==> config.mk <==
export PLATFORM = sky130hd
export DESIGN_NAME = parking_slot_controller
export DESIGN_NICKNAME = d
export VERILOG_FILES = /design/src/rtl/parking_slot_controller.sv
export SDC_FILE = /design/constraint.sdc
export NUM_CORES = 1
export LEC_CHECK = 0
export BUFFER_PORTS_ARGS = -buffer_cell sky130_fd_sc_hd__buf_2
export CAP_MARGIN = 20
export CELL_PAD_IN_SITES_DETAIL_PLACEMENT = 1
export CELL_PAD_IN_SITES_GLOBAL_PLACEMENT = 2
export CORE_AREA = 2 2 86 88
export CTS_CLUSTER_SIZE = 24
export DETAILED_ROUTE_END_ITERATION = 8
export DIE_AREA = 0 0 88 90
export GPL_ROUTABILITY_DRIVEN = 0
export PLACE_DENSITY = 0.86
export REMOVE_ABC_BUFFERS = 1
export SETUP_SLACK_MARGIN = 0.5
export SKIP_CTS_REPAIR_TIMING = 1
export SLEW_MARGIN = 20
export SYNTH_ARGS = -nofsm -noshare
export SYNTH_HDL_FRONTEND = slang
export SYNTH_SLANG_ARGS = --single-unit
==> constraint.sdc <==
create_clock -name clk_500Hz -period 3.6 [get_ports clk_500Hz]
set_input_delay 0.72 -clock clk_500Hz [delete_from_list [all_inputs] [get_ports clk_500Hz]]
set_output_delay 0.72 -clock clk_500Hz [all_outputs]
set_load 0.1 [all_outputs]
==> src/rtl/parking_slot_controller.sv <==
// Parking slot controller: the upstream stage of the parking display.
// - Synchronises and debounces four slot occupancy sensors.
// - Runs the entry-gate FSM. Each admitted car holds a one-slot reservation.
// - Publishes registered capacity, first_empty and status flags.
//
// Ports:
//   clk_500Hz    system clock; all state changes on its rising edge
//   reset        synchronous, active-high reset
//   slot_sensor  raw, bouncy, asynchronous occupancy sensors (bit i = slot i)
//   entry_req    car waiting at the entry (level)
//   car_passed   one-cycle pulse when the car clears the gate
//   capacity     free, unreserved slots (0-4)
//   first_empty  lowest-index free slot (0 when all slots are occupied)
//   full         capacity == 0, aligned with capacity
//   gate_open    entry barrier open command
//   entry_denied one-cycle pulse when a request is refused because the lot is full
module parking_slot_controller #(
  parameter int unsigned DEBOUNCE_CYCLES = 8,
  parameter int unsigned GATE_TIMEOUT    = 2500,
  parameter int unsigned RESERVE_TIMEOUT = 15000
) (
  input  logic       clk_500Hz,
  input  logic       reset,
  input  logic [3:0] slot_sensor,
  input  logic       entry_req,
  input  logic       car_passed,
  output logic [2:0] capacity,
  output logic [1:0] first_empty,
  output logic       full,
  output logic       gate_open,
  output logic       entry_denied
);

  localparam int unsigned DbW  = (DEBOUNCE_CYCLES > 1) ? $clog2(DEBOUNCE_CYCLES) : 1;
  localparam int unsigned GateW = (GATE_TIMEOUT > 1) ? $clog2(GATE_TIMEOUT) : 1;
  localparam int unsigned ResW  = (RESERVE_TIMEOUT > 1) ? $clog2(RESERVE_TIMEOUT) : 1;

  localparam logic [DbW-1:0]   DbLast   = DbW'(DEBOUNCE_CYCLES - 1);
  localparam logic [GateW-1:0] GateLast = GateW'(GATE_TIMEOUT - 1);
  localparam logic [ResW-1:0]  ResLast  = ResW'(RESERVE_TIMEOUT - 1);

  typedef enum logic [1:0] {StIdle, StOpen, StReserved} state_e;

  logic [3:0]     sync1_q, sync2_q;
  logic [3:0]     occ_q, occ_d, occ_rise;
  logic [DbW-1:0] db_cnt_q [4];
  logic [DbW-1:0] db_cnt_d [4];

  logic [2:0] free_cnt, capacity_d, capacity_q;
  logic [1:0] first_empty_d, first_empty_q;
  logic       full_q;

  state_e           state_q;
  logic             reserved_q, gate_open_q, entry_denied_q, req_prev_q;
  logic [GateW-1:0] gate_tmr_q;
  logic [ResW-1:0]  res_tmr_q;

  // Debounce: a change is accepted only after DEBOUNCE_CYCLES consecutive differing samples.
  always_comb begin
    occ_d = occ_q;
    for (int i = 0; i < 4; i++) begin
      db_cnt_d[i] = '0;
      if (sync2_q[i] != occ_q[i]) begin
        if (db_cnt_q[i] == DbLast) begin
          occ_d[i] = ~occ_q[i];
        end else begin
          db_cnt_d[i] = db_cnt_q[i] + 1'b1;
        end
      end
    end
  end

  // Rise seen on the same edge occupied updates, so the reservation is released on that edge.
  // Free count and reserved therefore drop together and capacity never dips by a phantom slot.
  assign occ_rise = occ_d & ~occ_q;

  always_comb begin
    free_cnt      = '0;
    first_empty_d = 2'd0;
    for (int i = 0; i < 4; i++) begin
      if (!occ_q[i]) begin
        free_cnt = free_cnt + 3'd1;
      end
    end
    for (int i = 3; i >= 0; i--) begin
      if (!occ_q[i]) begin
        first_empty_d = 2'(i);
      end
    end
    capacity_d = (free_cnt > {2'b00, reserved_q}) ? (free_cnt - {2'b00, reserved_q}) : 3'd0;
  end

  always_ff @(posedge clk_500Hz) begin
    if (reset) begin
      sync1_q       <= '0;
      sync2_q       <= '0;
      occ_q         <= '0;
      capacity_q    <= 3'd4;
      first_empty_q <= 2'd0;
      full_q        <= 1'b0;
      for (int i = 0; i < 4; i++) begin
        db_cnt_q[i] <= '0;
      end
    end else begin
      sync1_q       <= slot_sensor;
      sync2_q       <= sync1_q;
      occ_q         <= occ_d;
      capacity_q    <= capacity_d;
      first_empty_q <= first_empty_d;
      full_q        <= (capacity_d == 3'd0);
      for (int i = 0; i < 4; i++) begin
        db_cnt_q[i] <= db_cnt_d[i];
      end
    end
  end

  // Entry gate FSM. Timers count up from 0 and expire on their last count.
  always_ff @(posedge clk_500Hz) begin
    if (reset) begin
      state_q        <= StIdle;
      reserved_q     <= 1'b0;
      gate_open_q    <= 1'b0;
      entry_denied_q <= 1'b0;
      req_prev_q     <= 1'b0;
      gate_tmr_q     <= '0;
      res_tmr_q      <= '0;
    end else begin
      entry_denied_q <= 1'b0;
      req_prev_q     <= entry_req;
      case (state_q)
        StIdle: begin
          if (entry_req) begin
            if (capacity_q != 3'd0) begin
              state_q     <= StOpen;
              gate_open_q <= 1'b1;
              reserved_q  <= 1'b1;
              gate_tmr_q  <= '0;
            end else if (!req_prev_q) begin
              // Only a fresh request edge earns a denial pulse.
              entry_denied_q <= 1'b1;
            end
          end
        end
        StOpen: begin
          // car_passed takes priority over a coincident timeout.
          if (car_passed) begin
            state_q     <= StReserved;
            gate_open_q <= 1'b0;
            res_tmr_q   <= '0;
          end else if (gate_tmr_q == GateLast) begin
            state_q     <= StIdle;
            gate_open_q <= 1'b0;
            reserved_q  <= 1'b0;
          end else begin
            gate_tmr_q <= gate_tmr_q + 1'b1;
          end
        end
        StReserved: begin
          if ((|occ_rise) || (res_tmr_q == ResLast)) begin
            state_q    <= StIdle;
            reserved_q <= 1'b0;
          end else begin
            res_tmr_q <= res_tmr_q + 1'b1;
          end
        end
        default: begin
          state_q     <= StIdle;
          reserved_q  <= 1'b0;
          gate_open_q <= 1'b0;
        end
      endcase
    end
  end

  assign capacity     = capacity_q;
  assign first_empty  = first_empty_q;
  assign full         = full_q;
  assign gate_open    = gate_open_q;
  assign entry_denied = entry_denied_q;

endmodule

Word level (Yosys, flattened, before mapping)
Memories as Yosys holds them, arrays and structs flattened. Cells that the tools add are included.

Flip-flop bits (word level): 50. Bits in latches: 0. Memory bits (writable): 12. ROM bits: 0. Bits of input ports: 8. Output and inout port bits: 8. Word-level logic and storage cells: 129. Memories kept: 1.

Add/subtract/negate cells: 10. Multipliers: 0. Divide/modulo/power cells: 0. Magnitude comparators: 1. Equality and inequality tests: 21. Shift-type cells: 0. Muxes and demuxes: 54. Bitwise logic cells: 13. Reductions and logical operators: 15.

Memories: db_cnt_q (depth 4, width 3, read ports 4, clocked after Yosys merged registers in 0, write ports 4, RTL line 46) `logic [DbW-1:0] db_cnt_q [4];`.

Operators by type and width (number): $mux W12 (4); $mux W3 (16); $mux W14 (2); $pmux W14 S2 (1); $pmux W12 S2 (1); $add A3 B1 Y3 const B (7); $mux W1 (20); $ne A2 B2 Y1 const B (8); $add A14 B1 Y14 const B (1); $eq A14 B14 Y1 const B (1); $mux W2 (7); $add A12 B1 Y12 const B (1); $eq A12 B12 Y1 const B (1); $eq A3 B3 Y1 const B (4); $reduce_and A5 Y1 (2); $reduce_and A4 Y1 (2); $reduce_or A4 Y1 (2); $not A1 Y1 (7); $pmux W1 S3 (2); $pmux W2 S3 (1); $and A4 B4 Y4 (1); $ne A1 B1 Y1 (4); $not A4 Y4 (1); $or A1 B1 Y1 (4); other kinds (13) (14).

Logic depth before layout (Yosys ltp)
Depth in word-level cells: 10. Mapped depth: 12. Depth with buffers taken out: 12.

Least setup slack after synthesis
No wires, ideal clock.

Path kind: reg2reg. From: register capacity_q[1] (netlist: capacity[1]). To: register gate_tmr_q[8]. Library setup time: 71 ps. Data arrival time: 2219 ps. Data required time: 3529 ps. Slack: 1310 ps. Stages on the path, launching flop included: 6. Buffers on the path: 0. Clock period less this slack: 2290 ps. Cells stage by stage: dfxtp_1 > o31a_1 > o21bai_2 > a21o_1 > or4_1 > a21oi_1.

Word-level cells in the longest chain between the ends: 3.

Ends and longest elaborated chain: from (decl) (RTL line 49) `logic [2:0] free_cnt, capacity_d, capacity_q;`; from (signal assigned) (RTL line 108) `capacity_q <= capacity_d;`; $reduce_bool A3 Y1 (RTL line 133) `if (capacity_q != 3'd0) begin`; $ne A2 B2 Y1 (no source line); $reduce_and A5 Y1 (no source line); to (signal assigned) (RTL line 155) `gate_tmr_q <= gate_tmr_q + 1'b1;`; to (decl) (RTL line 55) `logic [GateW-1:0] gate_tmr_q;`.

Every way passes these cells. A chain may end at the register's enable or synchronous reset.

Worst setup path in the final report
From: register occ_q[1]. To: register full_q (netlist: full).

Word-level cells in the longest chain between the ends: 8. Elaborated cells on any way between the ends: 9. Those cells by class: add/sub: 3; order compare: 1; mux: 4; reduce/logical: 1.

Ends and longest elaborated chain: from (decl) (RTL line 45) `logic [3:0] occ_q, occ_d, occ_rise;`; from (signal assigned) (RTL line 97) `occ_q <= '0;`; from (signal assigned) (RTL line 107) `occ_q <= occ_d;`; $mux W3 (*) (RTL line 81) `if (!occ_q[i]) begin`; $add A3 B1 Y3 (RTL line 82) `free_cnt = free_cnt + 3'd1;`; $mux W3 (*) (RTL line 81); $add A3 B1 Y3 (RTL line 82); $mux W3 (*) (RTL line 81); $sub A3 B1 Y3 / $gt A3 B1 Y1 (equally long branches) (RTL line 90) `capacity_d = (free_cnt > {2'b00, reserved_q}) ? (free_cnt - {2'b00, reserved_q}) : 3'd0;`; $mux W3 (*) (RTL line 90); $logic_not A3 Y1 (*) (RTL line 110) `full_q <= (capacity_d == 3'd0);`; to (signal assigned) (RTL line 110); to (decl) (RTL line 51) `logic full_q;`.

Every way passes the cells marked *; elsewhere a longest branch is shown, timed or not.

==> results.ini <==
[pwr]
total_power_uw=1540
leakagePower_uw=0.00115
p_per_area_nw_per_um2=484
irDropWorstVdd_mv=0.270

[setup_path]
path_max_fanout=6
reg2reg_slack_ns=1.03
crit_arrival_ns=2.78
startpoint_type=flip-flop
required_ns=3.81
path_class=reg -> reg
end_kind=flip-flop

[detailed_routing]
drt_iter0_markers=57
top_layer=met4
met3_length_um=117
drtAntennaViolNets=0
dr.pass1.iters=4
wl_um=5740
num_vias=2196
wl_met2_um=2550
vias_per_cell=5.20
wl_met1_um=2940
route.detailed.drc=0
wl_per_cell_um=13.6

[synth]
postSynthAreaPerCell_sq_um=9.30
ys_seq_elements=62
ys_seq_area_share_pct=44.0
synthCells=303
synth_compound_area_share_pct=13.6
async_flop_share_pct=0
synth_xor_area_share_pct=4.97
yosysWarnings=0
synth_top_family_by_area=simple AND/OR/NAND/NOR gates
synth_edf_count=0
synth_mux_area_share_pct=0.710
yosys.area_share.simple_pct=26.4
netlist_area_sq_um=2820
synthAdderAreaFrac_pct=7.10
ys.flop_type=dfxtp_1
synth_cell_types=49

[clocking]
cts-root-buf=clkbuf_8
clkTransAtPathRegs_ns=0.07
cts_buffers=9
htreeDepth=3
cts_buffer_depth=2
cts_tree=done
insertion_delay_ns=0.34
clock_sinks=62

[floorplan]
start_util_pct=40.2
rows=31
die_h_um=90
die-area_sq_um=7920
fp.coreArea_sq_um=7020
ios=16
die_width_um=88

[layout]
nets=342
final_common_cell=dfxtp_1
drive_gt1_share_pct=11.8
fillers=826
multi_input_area_sq_um=1490
ff_latch_area_sq_um=1240
area_delta_synth_final_pct=12.7
final_cell_mix=62 x dfxtp_1, 23 x a21oi_1, 19 x nand2_1, 19 x nor2_1, 16 x ha_1
diodes=0
fin_util_pct=45.3

[global_route]
track_usage_pct=16.5
grt_pass1_wl_um=10200
grt_max_degree=37
antenna_found_initial=0
gr-total-overflow=0
grt_pass1_vias=2230

[sta]
tightest_slew_ns=0.608
timing.fmax_mhz=389
finalClockSkew_ns=0.00752
slew_headroom_pct=59.5
grt_setup_unrepaired=no
slew_violations=0
setup_violations=0
hold_violations=0
timing.setup.tns_ns=0
post-route-period-util_pct=71.4
finalCriticalPeriod_ns=2.57

[worst_hold_path]
holdCritPathClass=reg -> reg

[placement]
dp_hpwl_um=4020
port_buffers=15

[status]
outcome=complete, no violations

[run]
cap_violations=0

==> where the power goes <==
part           switching [uW]  internal, uW  total, uW
sequential               14.5           703        717
clock                     283           406        689
combinational            96.3          34.9        131
==> logic make-up after synthesis <==
group,after synthesis
AO/OA/AOI/OAI,58
XOR/XNOR,16
adder cells (fa/ha/maj),16
buffers and inverters,18
flip-flops,62
multiplexers,2
AND/OR/NAND/NOR,131
==> sequential cells by signal, indices dropped and copies added, names as in the netlist <==
signal	count
res_tmr_q	14
db_cnt_q	12
gate_tmr_q	12
occ_q	4
sync1_q	4
sync2_q	4
capacity	3
first_empty	2
state_q	2
entry_denied	1
full	1
gate_open	1
req_prev_q	1
reserved_q	1
==> metrics by stage <==
step	cells	setup slack (ns)	instance area, sq um	hold WS, ns
floorplan	292	1.31	2760	0.404
global placement	406	1.19	2960	0.416
detailed placement	406	1.05	2960	0.430
CTS	422	1.04	3180	0.443
global route	422	0.786	3180	0.466
finish	422	1.03	3180	0.437
==> critical path, stage by stage (launching register included) <==
cell and delay, ns:
dfxtp_1 0.48, inv_1 0.13, ha_1 0.31, xnor2_1 0.17, ha_1 0.30, nor2_1 0.04, a31oi_1 0.24, inv_1 0.08
ha_1 0.24, xor2_1 0.17, a21oi_1 0.18, o22ai_1 0.10
==> cell usage after synthesis, types with 3 or more instances <==
| library cell | number | area share [%] |
|---|---|---|
| or3b_1 | 3 | 0.93 |
| nor4_1 | 4 | 0.89 |
| or4_1 | 5 | 1.3 |
| a21o_1 | 3 | 0.80 |
| dfxtp_1 | 62 | 44 |
| inv_1 | 7 | 0.93 |
| o21ai_1 | 3 | 0.53 |
| o31ai_1 | 4 | 1.1 |
| nand2_1 | 19 | 2.5 |
| or3_1 | 9 | 2.0 |
| and2_1 | 9 | 2.0 |
| nor2b_1 | 12 | 2.7 |
| nand3_1 | 8 | 1.4 |
| nor3_1 | 12 | 2.1 |
| xnor2_1 | 14 | 4.3 |
| a211oi_1 | 4 | 1.1 |
| a21oi_1 | 23 | 4.1 |
| o41ai_1 | 3 | 0.93 |
| nand4_1 | 6 | 1.3 |
| clkbuf_1 | 4 | 0.53 |
| o21ai_0 | 8 | 1.4 |
| ha_1 | 16 | 7.1 |
| nor2_1 | 19 | 2.5 |
| nand2b_1 | 8 | 1.8 |
| and3_1 | 4 | 0.89 |
==> per-layer routing <==
layer | up-vias | track usage, %
met5 | - | 0
met1 | 1044 | 22.3
met2 | 19 | 24.6
li1 | 1123 | -
met4 | 0 | 8.08
met3 | 10 | 3.58
==> final timing paths <==
kind              cells after the start                        end                 startpoint
setup / recovery                     11            full$_SDFF_PP0_        occ_q[1]$_SDFF_PP0_
hold / removal                        1  db_cnt_q[3][0]$_SDFF_PP0_  db_cnt_q[3][0]$_SDFF_PP0_
setup reg to reg                     11            full$_SDFF_PP0_        occ_q[1]$_SDFF_PP0_
hold reg to reg                       1  db_cnt_q[3][0]$_SDFF_PP0_  db_cnt_q[3][0]$_SDFF_PP0_
==> cell type report <==
cell class	instances	share of cell area [%]
timing repair buffer	15	2.36
tap	99	3.90
multi-input combinational	223	46.9
clock inverter	6	2.68
inverter	7	0.827
sequential	62	39.1
clock buffer	10	4.33
Power figures use the tool's default switching activity.
